**config.mk**
```make
export PLATFORM = sky130hd
export DESIGN_NAME = condlogic
export DESIGN_NICKNAME = d
export VERILOG_FILES = /design/src/rtl/condlogic.sv
export SDC_FILE = /design/constraint.sdc
export NUM_CORES = 1
export LEC_CHECK = 0
export ABC_AREA = 1
export BUFFER_PORTS_ARGS = -buffer_cell sky130_fd_sc_hd__clkbuf_2
export CAP_MARGIN = 20
export CORE_AREA = 2 2 39 41
export CTS_BUF_LIST = sky130_fd_sc_hd__clkbuf_4
export DETAILED_ROUTE_END_ITERATION = 8
export DIE_AREA = 0 0 41 43
export GPL_ROUTABILITY_DRIVEN = 0
export PLACE_DENSITY = 0.57
export SYNTH_ARGS = -nofsm -noshare
export SYNTH_HDL_FRONTEND = slang
export SYNTH_SLANG_ARGS = --single-unit
```
**constraint.sdc**
```tcl
create_clock -name clk -period 1.45 [get_ports clk]
set_input_delay 0.145 -clock clk [delete_from_list [all_inputs] [get_ports clk]]
set_output_delay 0.145 -clock clk [all_outputs]
set_load 0.02 [all_outputs]
```
**src/rtl/condlogic.sv**
```systemverilog
// rtl/condlogic.sv - conditional-execution stage: NZCV flag register, condition check, write-strobe gating
module condlogic #(
  parameter logic NV_ALWAYS = 1'b0
) (
  input  logic       clk,
  input  logic       reset,
  input  logic [3:0] Cond,
  input  logic [3:0] ALUFlags,
  input  logic [1:0] FlagW,
  input  logic       PCS,
  input  logic       NextPC,
  input  logic       RegW,
  input  logic       MemW,
  output logic       PCWrite,
  output logic       RegWrite,
  output logic       MemWrite,
  output logic [3:0] Flags,
  output logic       CondEx
);

  logic [3:0] flags_q;
  logic       condex_comb;
  logic       condexr;
  logic       n, z, c, v;

  assign {n, z, c, v} = flags_q;

  // Evaluated on the stored flags only, so a flag-setting instruction never affects its own condition.
  always_comb begin
    condex_comb = 1'b0;
    case (Cond)
      4'b0000: condex_comb = z;
      4'b0001: condex_comb = ~z;
      4'b0010: condex_comb = c;
      4'b0011: condex_comb = ~c;
      4'b0100: condex_comb = n;
      4'b0101: condex_comb = ~n;
      4'b0110: condex_comb = v;
      4'b0111: condex_comb = ~v;
      4'b1000: condex_comb = c & ~z;
      4'b1001: condex_comb = ~c | z;
      4'b1010: condex_comb = ~(n ^ v);
      4'b1011: condex_comb = n ^ v;
      4'b1100: condex_comb = ~z & ~(n ^ v);
      4'b1101: condex_comb = z | (n ^ v);
      4'b1110: condex_comb = 1'b1;
      4'b1111: condex_comb = NV_ALWAYS;
      default: condex_comb = 1'b0;
    endcase
  end

  // N,Z and C,V halves update independently so logical ops can leave C,V untouched.
  always_ff @(posedge clk) begin
    if (!reset) begin
      flags_q <= 4'b0000;
      condexr <= 1'b0;
    end else begin
      condexr <= condex_comb;
      if (FlagW[1] & condexr) flags_q[3:2] <= ALUFlags[3:2];
      if (FlagW[0] & condexr) flags_q[1:0] <= ALUFlags[1:0];
    end
  end

  // Strobes drop as soon as reset asserts, even in the middle of an instruction.
  assign PCWrite  = reset & ((PCS & condexr) | NextPC);
  assign RegWrite = reset & RegW & condexr;
  assign MemWrite = reset & MemW & condexr;
  assign Flags    = flags_q;
  assign CondEx   = condexr;

endmodule
```
==> results of run 1 <==
[cells by family after synthesis]
kind of cell	after synthesis	synth area share
compound gates	13	0.177
flops	5	0.258
simple gates	43	0.468
buf+inv	10	0.0968
[layout by cell type, fill, tap and decap left out]
| cell type | n |
|---|---|
| nand2_1 | 27 |
| clkbuf_2 | 23 |
| inv_1 | 10 |
| o21ai_0 | 8 |
| nand3_1 | 7 |
| nor2_1 | 6 |
| dfxtp_1 | 5 |
| a21oi_1 | 4 |
| clkbuf_4 | 4 |
| nand3_2 | 1 |
| nand2_2 | 1 |
| or2_1 | 1 |
| a21oi_2 | 1 |
[area by class of cell]
type | instances | area (um2)
Fill cell | 154 | 831
Multi-Input combinational cell | 56 | 250
Timing Repair Buffer | 23 | 115
Sequential cell | 5 | 100
Inverter | 10 | 37.5
Clock buffer | 4 | 30.0
Tap cell | 16 | 20.0
[routing by layer]
metal,global-route usage,part of all wire
met4,0.0600,0
met2,0.194,0.46
met5,0,0
met1,0.168,0.44
met3,0.0471,0.091
[through the flow]
stage | hold WS [ns] | cells | total power, mW | setup WS (ns) | util
global placement | 0.411 | 110 | 0.299 | 0.278 | 0.378
detailed placement | 0.408 | 110 | 0.299 | 0.252 | 0.378
floorplan | 0.280 | 71 | 0.246 | 0.220 | -
CTS | 0.155 | 114 | 0.485 | 0.237 | 0.400
global route | 0.175 | 114 | 0.510 | 0.146 | 0.400
finish | 0.169 | 114 | 0.474 | 0.255 | 0.400
[state kept, by name (all words and copies together), names as in the netlist]
register / cells
Flags: 4
CondEx: 1
[worst min-delay path by stage]
stage / from / end / slack, ns / depth (start not counted)
4_1_cts: Cond[3] / CondEx / 0.16 / 3
2_1_floorplan: Cond[3] / CondEx / 0.28 / 2
3_5_place_dp: Cond[3] / CondEx / 0.41 / 3
3_3_place_gp: Cond[3] / CondEx / 0.41 / 3
5_1_grt: Cond[3] / CondEx / 0.18 / 3
6_report: Cond[3] / CondEx / 0.17 / 3
[worst register-to-register path, stage by stage, from the launching register on]
cell and delay, ns:
dfxtp_1 0.36, inv_1 0.09, nand2_1 0.06, o21ai_0 0.13, or2_1 0.24, nand3_1 0.07, nand2_1 0.05, inv_1 0.06
a21oi_2 0.05
[where the power goes]
| group | internal [mW] | switching, mW | total [mW] |
|---|---|---|---|
| Clock | 0.123 | 0.0548 | 0.177 |
| Combinational | 0.0535 | 0.0841 | 0.138 |
| Sequential | 0.149 | 0.0102 | 0.159 |
==> results.py, run 1 <==
metrics = {
    "outcome": {
        "status": "completed",
    },
    "clocking": {
        "ctsHoldBuffers": 0,
        "cts_tree": "done",
        "cts_setup_buffers": 0,
        "cts_buffers": 3,
        "ctsResizeCount": 0,
        "root_buffer": "clkbuf_4",
        "clock-sinks": 5,
        "cts_max_path_buffers": 2,
        "clk_latency_ns": 0.24,
        "path_clk_slew_ns": 0.04,
        "h-tree-depth": 1,
    },
    "timing": {
        "final.period_utilization": 0.824,
        "max_slew_margin": 0.797,
        "timing.final.setup_violations": 0,
        "fmax_mhz": 837,
        "drv_slew": 0,
        "hold_viol_final": 0,
        "grt_setup_unrepaired": "false",
        "worstMarginPinSlew_ns": 0.301,
        "period_minus_slack_ns": 1.19,
        "setup-tns-final_ns": 0,
        "clock_skew_ns": 0.000384,
    },
    "grt": {
        "globalRouteTotalUtil": 0.133,
        "grt_pass1_vias": 425,
        "grt_pass1_wl_mm": 1.58,
        "grt_max_degree": 9,
        "gr-total-overflow": 0,
        "antenna_found_initial": 0,
    },
    "critical_path": {
        "arrival_ns": 1.33,
        "critPathKind": "reg -> reg",
        "rr_worst_depth": 8,
        "crit_fanout": 4,
        "cp.depth": 8,
        "worstSetupEndpointType": "flip-flop",
        "critical_path_required_ns": 1.58,
        "timing.critical_path.cells": "inv_1 > nand2_1 > o21ai_0 > or2_1 > nand3_1 > nand2_1 > inv_1 > a21oi_2",
        "cp_slowest_cell": "dfxtp_1",
        "crit-reg2reg-launch": "Flags[0]",
        "r2r-end": "CondEx",
        "critPathBufInv": 2,
        "max_stage_delay_ns": 0.36,
        "cp-start-kind": "flip-flop",
        "r2r_slack_ns": 0.26,
        "critPathTopFamily": "simple AND/OR/NAND/NOR gates",
        "startpoint": "Flags[0]",
        "endpoint": "CondEx",
    },
    "yosys": {
        "synthArstFlopShare": 0,
        "syn_inst": 71,
        "yosysSeqAreaShare": 0.258,
        "synth_top_cell_by_area": "nand2_1",
        "synth_most_common_cell": "nand2_1",
        "synthTopCellsByCount": "27 x nand2_1, 10 x inv_1, 8 x o21ai_0",
        "syn_nets": 87,
        "yosys_warnings": 0,
        "ys_ff_latch": 5,
        "synth_flop_cell": "dfxtp_1",
        "yosysUniqueCellTypes": 11,
        "synth.area.top_cells": "nand2_1 26%, dfxtp_1 26%, o21ai_0 10%, inv_1 9.7%, nand3_1 9.0%",
        "synth-edff-count": 0,
        "syn-cell-area_um2": 388,
        "syn_area_per_cell_um2": 5.46,
        "synth_top_area_share": 0.261,
    },
    "drt": {
        "drt-pass1-iter-count": 4,
        "ant_nets": 0,
        "drc_errors": 0,
        "via_per_inst": 4.48,
        "drt_wl_total_um": 987,
        "wl_per_cell_um": 8.66,
        "vias": 511,
        "initialDrtViolationCount": 5,
    },
    "layout": {
        "areaGrowthSynthToFinish_pct": 42.6,
        "fin_nets": 115,
        "drive_gt1_frac": 0.306,
        "final_cell_area_um2": 553,
        "antenna_cells": 0,
    },
    "worst_hold_path": {
        "hp-class": "in -> reg",
    },
    "placed_design": {
        "dpl_cell_area_um2": 523,
        "dp_hpwl_um": 849,
        "portBuffers": 23,
    },
    "floorplan": {
        "core-area_um2": 1380,
        "die_y_um": 43,
        "pin_count": 24,
        "rows": 14,
        "die_w_um": 41,
        "start_util": 0.280,
        "dieArea_um2": 1760,
    },
    "power_and_ir_drop": {
        "powerDensity_nw_per_um2": 857,
        "peakVddDrop_v": 0.000318,
        "leakagePower_nw": 0.314,
    },
    "job": {
        "maxCapViolCount": 0,
    },
}
Power figures use the tool's default switching activity.
==> run 2: changes to the inputs <==
Settings changed: ABC_AREA 1 to 0, PLACE_DENSITY 0.57 to 0.63.
Clock period 1.45 ns to 1 ns, I/O delays scaled along.
==> run 2 against run 1 <==
The run now ends with setup timing left. Via count down 0.39%. First-iteration DRC count up 120%. Hold slack worse by 0.087 ns. Critical path type unchanged. Maximum frequency up 5.7%. Largest power group unchanged. Sequential power up 43%. Non-clock buffer count up 9.
==> results.py, run 2 <==
metrics = {
    "drt": {
        "via_per_inst": 4.89,
        "drc_errors": 0,
        "initialDrtViolationCount": 11,
        "wl_per_cell_um": 11.7,
        "ant_nets": 0,
        "vias": 509,
        "drt-pass1-iter-count": 4,
        "drt_wl_total_mm": 1.22,
    },
    "critical_path": {
        "crit_fanout": 4,
        "r2r_slack_ns": -0.13,
        "critPathKind": "reg -> reg",
        "startpoint": "Flags[0]",
        "critical_path_required_ns": 1.17,
        "rr_worst_depth": 5,
        "cp-start-kind": "flip-flop",
        "arrival_ns": 1.30,
        "worstSetupEndpointType": "flip-flop",
        "crit-reg2reg-launch": "Flags[0]",
        "endpoint": "CondEx",
        "r2r-end": "CondEx",
    },
    "grt": {
        "grt_use_met3": 0.0628,
        "antenna_found_initial": 0,
        "grt_max_degree": 9,
        "grtUsageMet2": 0.225,
        "grt_pass1_vias": 430,
        "busiest_layer": "met2",
        "grt_pass1_wl_mm": 1.77,
        "globalRouteTotalUtil": 0.153,
        "met1_usage": 0.172,
        "gr-total-overflow": 0,
    },
    "floorplan": {
        "core-area_um2": 1380,
        "start_util": 0.308,
        "dieArea_um2": 1760,
        "die_y_um": 43,
        "pin_count": 24,
        "rows": 14,
        "die_w_um": 41,
    },
    "power_and_ir_drop": {
        "total_power_mw": 0.706,
        "peakVddDrop_v": 0.000498,
        "leakagePower_nw": 0.315,
        "powerDensity_nw_per_um2": 1030,
    },
    "timing": {
        "final.period_utilization": 1.13,
        "period_minus_slack_ns": 1.13,
        "timing.final.setup_violations": 5,
        "setup-tns-final_ns": -0.385,
        "setup_ws_ns": -0.130,
        "max_slew_margin": 0.852,
        "clock_skew_ns": 0.00308,
        "grt_setup_unrepaired": "true",
        "fmax_mhz": 885,
        "worstMarginPinSlew_ns": 0.220,
        "hold_viol_final": 0,
        "drv_slew": 0,
    },
    "yosys": {
        "syn_inst": 56,
        "yosysUniqueCellTypes": 21,
        "yosys_warnings": 0,
        "synth-edff-count": 0,
        "synth.area.top_cells": "dfxtp_1 23%, buf_6 7.9%, mux2i_1 7.0%, a21boi_0 7.0%, nand2_1 7.0%",
        "synth_flop_cell": "dfxtp_1",
        "yosysSeqAreaShare": 0.235,
        "ys_ff_latch": 5,
        "synth_most_common_cell": "nand2_1",
        "syn-cell-area_um2": 427,
        "synth_top_area_share": 0.235,
        "syn_area_per_cell_um2": 7.62,
        "synthArstFlopShare": 0,
        "synth_top_cell_by_area": "dfxtp_1",
        "syn_nets": 72,
        "synthTopCellsByCount": "8 x nand2_1, 5 x dfxtp_1, 5 x nand3_1",
    },
    "layout": {
        "largest_register_ffs": 4,
        "final_common_cell": "clkbuf_2",
        "fill_cells": 142,
        "antenna_cells": 0,
        "areaGrowthSynthToFinish_pct": 60.4,
        "final_cell_mix": "18 x clkbuf_2, 10 x buf_4, 8 x nand2_1, 6 x clkbuf_4, 5 x nand3_1",
        "fin_nets": 105,
        "regArea_um2": 111,
        "drive_gt1_frac": 0.545,
        "fin_util": 0.495,
        "multi_input_area_um2": 314,
    },
    "placed_design": {
        "dp_hpwl_um": 926,
        "portBuffers": 23,
    },
    "clocking": {
        "path_clk_slew_ns": 0.04,
        "cts_buffers": 3,
        "cts_tree": "done",
        "clk_latency_ns": 0.25,
        "h-tree-depth": 1,
        "root_buffer": "clkbuf_4",
        "clock-sinks": 5,
        "cts_max_path_buffers": 2,
    },
    "job": {
        "maxCapViolCount": 0,
    },
    "outcome": {
        "violations": "setup timing",
        "status": "complete, but fails checks",
    },
    "worst_hold_path": {
        "hold_path_depth": 3,
        "hp-class": "in -> reg",
    },
}
==> run 2: final cells by class <==
type                    instances  share of cell area
well taps                      16              0.0293
inverters                       1             0.00548
repair buffers                 32               0.300
flip-flops and latches          5               0.163
multi-input cells              46               0.459
clock buffers                   4              0.0439
==> run 2: worst max-delay path, stage by stage, from the launching register on <==
cell      delay [ns]
dfxtp_4         0.35
nor3_2          0.20
nor3b_2         0.07
o211ai_1        0.20
nand3_1         0.10
a31oi_1         0.13
==> run 2: worst min path at each step <==
stage                           start  endpoint  slack [ns]
after floorplan                 reset    CondEx        0.24
after global placement    ALUFlags[0]  Flags[0]        0.34
after detailed placement  ALUFlags[3]  Flags[3]        0.35
after CTS                 ALUFlags[3]  Flags[3]        0.09
after global routing      ALUFlags[1]  Flags[1]        0.08
final                     ALUFlags[3]  Flags[3]        0.08
==> run 2: metrics by stage <==
stage,cells,area [um2],setup slack [ns],hold slack [ns]
finish,104,684,-0.130,0.0825
global route,104,684,-0.240,0.0843
detailed placement,99,603,-0.101,0.349
global placement,99,603,-0.0821,0.342
CTS,103,653,-0.110,0.0854
floorplan,56,455,-0.115,0.238
==> run 2: where the power goes <==
group | internal, mW | switching [mW]
Clock | 0.178 | 0.0897
Combinational | 0.109 | 0.102
Sequential | 0.210 | 0.0178
==> run 2: routing by layer <==
layer  vias up  routed length [um]
met5         -                   0
met2        16                 606
met1       225                 522
li1        264                   -
met3         4                  60
met4         0                  27
==> run 2: timing repair <==
| action | CTS | global route |
|---|---|---|
| pin swaps | 0 | 1 |
| gates resized for setup | 8 | 8 |
| buffers inserted | 0 | 1 |
| hold buffers | 0 | 0 |
| setup endpoints to repair | 9 | 9 |
==> run 2: cells by family (layout without fill, tap and decap cells) <==
kind of cell,Yosys count,count (layout),share of synthesized area
flops,5,5,0.235
simple gates,26,26,0.317
xor+xnor,2,2,0.0411
buf+inv,5,37,0.0968
mux,4,4,0.106
compound gates,14,14,0.205
